===== src/rtl/uart_tx_core.sv =====
// UART transmit engine: shifts out start, DATA_WIDTH data bits LSB first, optional parity, stop.
// Runs on a baud-rate clock, one line bit per clk_TX cycle.
module uart_tx_core #(
  parameter int unsigned DATA_WIDTH = 8
) (
  input  logic                  clk_TX,
  input  logic                  rst,
  input  logic [DATA_WIDTH-1:0] P_DATA,
  input  logic                  Data_Valid,
  input  logic                  PAR_EN,
  input  logic                  PAR_TYP,
  output logic                  TX_OUT,
  output logic                  busy
);

  localparam int unsigned CntW = (DATA_WIDTH > 1) ? $clog2(DATA_WIDTH) : 1;
  localparam logic [CntW-1:0] LastBit = CntW'(DATA_WIDTH - 1);

  typedef enum logic [2:0] {
    StIdle,
    StStart,
    StData,
    StParity,
    StStop
  } state_e;

  state_e                state;
  logic [DATA_WIDTH-1:0] shift_reg;
  logic [CntW-1:0]       bit_cnt;
  logic                  par_en_reg;
  logic                  par_bit;

  // Outputs are registered from the current state, so the line lags the state by one cycle.
  always_ff @(posedge clk_TX or posedge rst) begin
    if (rst) begin
      state      <= StIdle;
      shift_reg  <= '0;
      bit_cnt    <= '0;
      par_en_reg <= 1'b0;
      par_bit    <= 1'b0;
      TX_OUT     <= 1'b1;
      busy       <= 1'b0;
    end else begin
      case (state)
        StIdle: begin
          TX_OUT <= 1'b1;
          busy   <= 1'b0;
          if (Data_Valid) begin
            shift_reg  <= P_DATA;
            par_en_reg <= PAR_EN;
            par_bit    <= (^P_DATA) ^ PAR_TYP;
            state      <= StStart;
          end
        end
        StStart: begin
          TX_OUT  <= 1'b0;
          busy    <= 1'b1;
          bit_cnt <= '0;
          state   <= StData;
        end
        StData: begin
          TX_OUT    <= shift_reg[0];
          busy      <= 1'b1;
          shift_reg <= shift_reg >> 1;
          if (bit_cnt == LastBit) begin
            state <= par_en_reg ? StParity : StStop;
          end else begin
            bit_cnt <= bit_cnt + CntW'(1);
          end
        end
        StParity: begin
          TX_OUT <= par_bit;
          busy   <= 1'b1;
          state  <= StStop;
        end
        StStop: begin
          TX_OUT <= 1'b1;
          busy   <= 1'b1;
          // Accepting here chains the next frame with no idle gap.
          if (Data_Valid) begin
            shift_reg  <= P_DATA;
            par_en_reg <= PAR_EN;
            par_bit    <= (^P_DATA) ^ PAR_TYP;
            state      <= StStart;
          end else begin
            state <= StIdle;
          end
        end
        default: begin
          TX_OUT <= 1'b1;
          busy   <= 1'b0;
          state  <= StIdle;
        end
      endcase
    end
  end

endmodule

===== config.mk =====
export PLATFORM = sky130hd
export DESIGN_NAME = uart_tx_core
export DESIGN_NICKNAME = d
export VERILOG_FILES = /design/src/rtl/uart_tx_core.sv
export SDC_FILE = /design/constraint.sdc
export NUM_CORES = 1
export LEC_CHECK = 0
export BUFFER_PORTS_ARGS = -buffer_cell sky130_fd_sc_hd__buf_4
export CELL_PAD_IN_SITES_DETAIL_PLACEMENT = 0
export CELL_PAD_IN_SITES_GLOBAL_PLACEMENT = 2
export CORE_MARGIN = 5
export CORE_UTILIZATION = 39
export DETAILED_ROUTE_END_ITERATION = 6
export PLACE_DENSITY = 0.91
export SYNTH_ARGS = -nofsm -noshare
export SYNTH_HDL_FRONTEND = slang
export SYNTH_SLANG_ARGS = --single-unit

===== constraint.sdc =====
create_clock -name clk_TX -period 2.22 [get_ports clk_TX]
set_clock_uncertainty 0.1 [all_clocks]
set_input_delay 0.111 -clock clk_TX [delete_from_list [all_inputs] [get_ports clk_TX]]
set_output_delay 0.111 -clock clk_TX [all_outputs]
set_load 0.01 [all_outputs]

Word level (Yosys, flattened, before mapping)
Index checks and enable logic that the tools add are counted.
{"block": "totals", "word_cells": 39, "regBits": 18, "inputBits": 13}
{"block": "op_classes", "eq_ne": 9, "n_mux": 11, "bitwise": 1, "n_addsub": 1, "n_reduce_logical": 10}
{"op": "one-hot mux 8 bit (2 select lines)", "n": 1}
{"op": "one-hot mux 3 bit (5 select lines)", "n": 1}
{"op": "two-way mux 3 bit", "n": 4}
{"op": "two-way mux 8 bit", "n": 1}
{"op": "AND reduction 2 bit", "n": 4}
{"op": "XOR reduction 8 bit", "n": 1}
{"op": "== test 3 x 2 -> 1 bit (second input constant)", "n": 2}
{"op": "== test 3 bit (second input constant)", "n": 2}
{"op": "inequality test 2 bit (second input constant)", "n": 3}
{"op": "one-hot mux 3 bit (2 select lines)", "n": 1}
{"op": "nonzero test 2 bit", "n": 2}
{"op": "OR reduction 4 bit", "n": 1}
{"op": "adder 3 x 1 -> 3 bit (second input constant)", "n": 1}
{"op": "== test 3 x 1 -> 1 bit (second input constant)", "n": 1}
{"op": "zero test 3 bit", "n": 1}
{"op": "one-hot mux 1 bit (3 select lines)", "n": 1}
{"op": "two-way mux 1 bit", "n": 2}
{"op": "inequality test 2 x 1 -> 1 bit (second input constant)", "n": 1}
{"op": "OR reduction 2 bit", "n": 1}
{"op": "XOR 1 bit", "n": 1}

Longest topological paths before layout
{"block": "logic_depth", "depth_word": 4, "depth_mapped": 6}

Worst setup path after synthesis
OpenSTA, ideal clock, no wires.
{"block": "synth_path", "path_type": "flip-flop to flip-flop", "from": "reg bit_cnt[0]", "to": "reg bit_cnt[0]", "t_arrival_ps": 1305, "setup_slack_ps": 749, "synth_period_minus_slack_ps": 1471, "path_buffers": 0, "required_time_ps": 2054, "path_stages_with_launch": 6, "setup_ps": 66, "cell_sequence": "dfrtp_1 ha_1 ha_1 nor3_1 mux2_2 a22o_1"}
{"block": "synth_via", "elab_chain_cells": 3}
{"element": "start, declared", "line_no": "29", "rtl": "logic [CntW-1:0] bit_cnt;"}
{"element": "start signal, assigned", "line_no": "68", "rtl": "bit_cnt <= bit_cnt + CntW'(1);"}
{"element": "adder 3 x 1 -> 3 bit or == test 3 bit (tied branches)", "line_no": "68, 65"}
{"element": "two-way mux 3 bit or inequality test 2 bit (tied branches)"}
{"element": "one-hot mux 3 bit (2 select lines) or AND reduction 2 bit (tied branches)"}
Several ways; a longest one is shown, not always the timed one. The select of a mux whose other input is x is not followed.
A chain may end at the register's enable or synchronous reset.

Worst setup path after layout
{"block": "layout_path", "from": "reg state[1]", "to": "reg shift_reg[7]"}
{"block": "layout_via", "elab_chain_cells": 4}
{"element": "start, declared", "line_no": "27", "rtl": "state_e state;"}
{"element": "start signal, assigned", "line_no": "36", "rtl": "state <= StIdle;"}
{"element": "start signal, assigned", "line_no": "52", "rtl": "state <= StStart;"}
{"element": "start signal, assigned", "line_no": "59", "rtl": "state <= StData;"}
{"element": "== test 3 bit or zero test 3 bit (tied branches)", "line_no": "44", "rtl": "case (state)"}
{"element": "OR reduction 2 bit (no source line)"}
{"element": "inequality test 2 x 1 -> 1 bit (no source line) or nonzero test 2 bit (tied branches)"}
{"element": "AND reduction 2 bit (no source line)"}
{"element": "end signal, assigned", "line_no": "64", "rtl": "shift_reg <= shift_reg >> 1;"}
{"element": "end, declared", "line_no": "28", "rtl": "logic [DATA_WIDTH-1:0] shift_reg;"}
Several ways; a longest one is shown, not always the timed one.

==> flow_results.xml <==
<?xml version="1.0" encoding="UTF-8"?>
<metrics>
  <group name="place">
    <metric name="detailedPlacementHpwl" unit="mm">1.251</metric>
    <metric name="gp_congestion" unit="">0.6975</metric>
    <metric name="io_buffer_count" unit="">14</metric>
    <metric name="placement.cell_area" unit="mm²">0.001080</metric>
    <metric name="detailedPlace.worstSlack" unit="ns">0.4915</metric>
  </group>
  <group name="timing">
    <metric name="headroom_to_the_max_slew_limit" unit="%">54.92</metric>
    <metric name="unrepaired_setup_endpoints_after_global_routing" unit="">no</metric>
    <metric name="achievable-frequency" unit="GHz">0.5720</metric>
    <metric name="postLayoutSetupSlackWorst" unit="ns">0.4718</metric>
    <metric name="final-max-slew-violation-count" unit="">0</metric>
    <metric name="final_worst_path_period_share" unit="%">78.75</metric>
    <metric name="setup_total_negative_slack" unit="ns">0</metric>
    <metric name="worst_hold_slack" unit="ns">0.006234</metric>
    <metric name="period_needed" unit="ns">1.748</metric>
    <metric name="timing.final.hold_violations" unit="">0</metric>
    <metric name="setup_viol" unit="">0</metric>
    <metric name="tightest_slew" unit="ns">0.6754</metric>
  </group>
  <group name="critical_path">
    <metric name="timing.critical_path.cells" unit="">nand2b_1 -&gt; a21oi_4 -&gt; nor2b_1 -&gt; a31o_2</metric>
    <metric name="cp_slowest_cell" unit="">dfrtp_1</metric>
    <metric name="regToRegSetupSlack" unit="ns">0.47</metric>
    <metric name="reg_to_reg_startpoint" unit="">state[1]</metric>
    <metric name="cp_class" unit="">reg -&gt; reg</metric>
    <metric name="critical_path.top_delay_family" unit="">flip-flops</metric>
    <metric name="cp.arrival" unit="ns">1.85</metric>
    <metric name="worst_setup_path_start_kind" unit="">flop</metric>
    <metric name="worst-endpoint-required" unit="ns">2.32</metric>
    <metric name="slowest_delay" unit="ns">0.66</metric>
    <metric name="cp-end-kind" unit="">flop</metric>
    <metric name="worstSetupStartpoint" unit="">state[1]</metric>
    <metric name="worst-path-buf-inv" unit="">0</metric>
    <metric name="critPathMaxFanout" unit="">16</metric>
  </group>
  <group name="routing">
    <metric name="met3_wirelength" unit="µm">87</metric>
    <metric name="drtPass1Iterations" unit="">3</metric>
    <metric name="route.final.wire_length" unit="mm">1.712</metric>
    <metric name="detail_route.wirelength.met1" unit="µm">778</metric>
    <metric name="topRoutingLayerUsed" unit="">met4</metric>
    <metric name="routed-wl-met2" unit="µm">834</metric>
    <metric name="drt-wirelength-per-cell" unit="µm">13.17</metric>
    <metric name="first_iter_violations" unit="">2</metric>
    <metric name="vias_per_cell" unit="">5.023</metric>
    <metric name="drcViolationCount" unit="">0</metric>
    <metric name="ant_nets" unit="">0</metric>
    <metric name="dr_total_vias" unit="">653</metric>
  </group>
  <group name="synth">
    <metric name="ys_seq_elements" unit="">18</metric>
    <metric name="ys_warn_count" unit="">0</metric>
    <metric name="synthesized_area" unit="µm²">970.9</metric>
    <metric name="syn-instance-count" unit="">82</metric>
    <metric name="synth.distinct_cells" unit="">27</metric>
    <metric name="postSynthNetCount" unit="">97</metric>
    <metric name="yosys.area.top_type" unit="">dfrtp_1</metric>
    <metric name="yosys-top-cells-area" unit="">dfrtp_1 44%, mux2i_1 8.2%, a22o_1 4.5%</metric>
    <metric name="synth_sequential_area_ratio" unit="%">46.52</metric>
    <metric name="avgSynthCellArea" unit="µm²">11.84</metric>
    <metric name="synth_top_area_share" unit="%">43.81</metric>
  </group>
  <group name="global_routing">
    <metric name="grt_pass1_vias" unit="">669</metric>
    <metric name="antenna_violations_before_repair" unit="">0</metric>
    <metric name="grt_start_max_net_pins" unit="">19</metric>
    <metric name="track_usage" unit="%">11.00</metric>
    <metric name="global_route.overflow_total" unit="">0</metric>
    <metric name="grt_pass1_wl" unit="mm">2.946</metric>
  </group>
  <group name="power_and_ir_drop">
    <metric name="power_density" unit="mW/mm²">1278</metric>
    <metric name="power.ir.vdd_worst" unit="mV">0.7123</metric>
    <metric name="leakage" unit="nW">0.5246</metric>
  </group>
  <group name="clocking">
    <metric name="insertion_delay" unit="ns">0.29</metric>
    <metric name="ctsResizeCount" unit="">0</metric>
    <metric name="cts.htree.levels" unit="">1</metric>
    <metric name="cts_made_buffers" unit="">3</metric>
    <metric name="clock_sinks" unit="">18</metric>
    <metric name="clock_tree_from_tritoncts" unit="">done</metric>
    <metric name="clk_transition_reported_paths" unit="ns">0.11</metric>
    <metric name="cts.path.max_buffers" unit="">2</metric>
    <metric name="cts_root_buf" unit="">clkbuf_4</metric>
  </group>
  <group name="die">
    <metric name="top_ports" unit="">15</metric>
    <metric name="die_area" unit="mm²">0.003587</metric>
    <metric name="floorplan.die.width" unit="µm">59.90</metric>
    <metric name="initial_utilization" unit="%">39.92</metric>
    <metric name="placeableCoreArea" unit="mm²">0.002432</metric>
    <metric name="num_rows" unit="">18</metric>
    <metric name="floorplan.die.height" unit="µm">59.90</metric>
  </group>
  <group name="final_layout">
    <metric name="finish.instance_area" unit="mm²">0.001136</metric>
    <metric name="commonest_non_fill_non_tap_cells_in_the_layout" unit="">17 x dfrtp_1, 14 x buf_4, 9 x nor2_1, 8 x mux2i_1, 7 x a21oi_1</metric>
    <metric name="filler_cell_count_in_the_final_layout" unit="">223</metric>
    <metric name="final_nets" unit="">116</metric>
    <metric name="largest_register_ffs" unit="">8</metric>
    <metric name="final_common_cell" unit="">dfrtp_1</metric>
    <metric name="insertedDiodeCount" unit="">0</metric>
    <metric name="syn2layout_area_growth" unit="%">17.01</metric>
    <metric name="drive_gt1_share" unit="%">28.00</metric>
    <metric name="layout.core_utilization" unit="%">46.71</metric>
  </group>
  <group name="hold_path">
    <metric name="timing.hold.worst.class" unit="">in -&gt; reg</metric>
    <metric name="worst_hold_startpoint" unit="">Data_Valid</metric>
  </group>
  <group name="outcome">
    <metric name="result_of_the_run" unit="">completed</metric>
  </group>
  <group name="run">
    <metric name="max_capacitance_violation_count" unit="">0</metric>
  </group>
</metrics>
metrics by stage:
stage                     cells  total power [W]
after floorplan              82         0.001188
after global placement      123         0.001261
after detailed placement    123         0.001287
after CTS                   130         0.001467
after global routing        130         0.001570
final                       130         0.001452
cell usage after synthesis:
cell and count:
xnor3_1 1, a22o_1 5, nor2b_1 2, buf_6 3, xnor2_1 5, dfstp_2 1
mux2_2 2, nand2_1 1, nand2_2 1, o21bai_1 1, xor2_1 2, a21oi_2 3
inv_1 3, nor3_1 1, a31o_2 1, a21oi_1 7, ha_1 2, nor2_8 1
nor2_1 9, nand4b_1 1, a311o_1 1, nand2b_1 1, a21oi_4 1, dfrtp_1 17
mux2i_1 8, o21ai_1 1, nand2b_4 1
routing by layer:
layer  vias up  global-route usage, %
met2        11                  18.67
met3         2                  4.968
met4         0                  1.899
met5         -                      0
met1       316                  12.87
li1        324                      -
area by class of cell:
cell class	count	area (µm²)	area share [%]
multi-input combinational	58	474.2	41.74
clock buffer	4	26.28	2.313
sequential	18	451.7	39.76
timing repair buffer	17	135.1	11.89
inverter	3	11.26	0.9912
tap	30	37.54	3.304
repair_timing:
item,CTS,global route
hold buffers,3,0
hold endpoints to repair,19,0
endpoints found under the setup margin,0,0
setup buffers,0,0
cells by family (layout without fill, tap and decap cells):
logic type                 after synthesis  in the layout  synth area share [%]
and+or+nand+nor                         18             18                 11.34
buffers and inverters                    6             24                 4.639
adders and majority gates                2              2                 2.577
DFF                                     18             18                 46.52
muxes                                   10             10                 10.57
AOI/OAI and AO/OA                       20             20                 15.72
xor gates and xnor gates                 8              8                 8.634
worst paths after layout:
path,to,depth (start not counted)
worst min-delay path,par_bit,3
max in group asynchronous,state[0],3
worst max-delay path,shift_reg[7],4
worst max register to register,shift_reg[7],4
min in group asynchronous,shift_reg[0],3
worst min register to register,par_bit,2
worst reg2reg max path: cells and delay by family, from the launching register on:
| kind | cells | cell delay, ns |
|---|---|---|
| flops | 1 | 0.66 |
| compound gates | 2 | 0.62 |
| simple gates | 2 | 0.28 |
report_power, final:
part / leakage (nW) / switching [W] / internal [W]
registers: 0.213 / 0.000149 / 0.000480
clock network: 0.0150 / 0.000106 / 0.0000699
logic: 0.296 / 0.000306 / 0.000341
No activity file was read; power rests on OpenSTA's default activity.
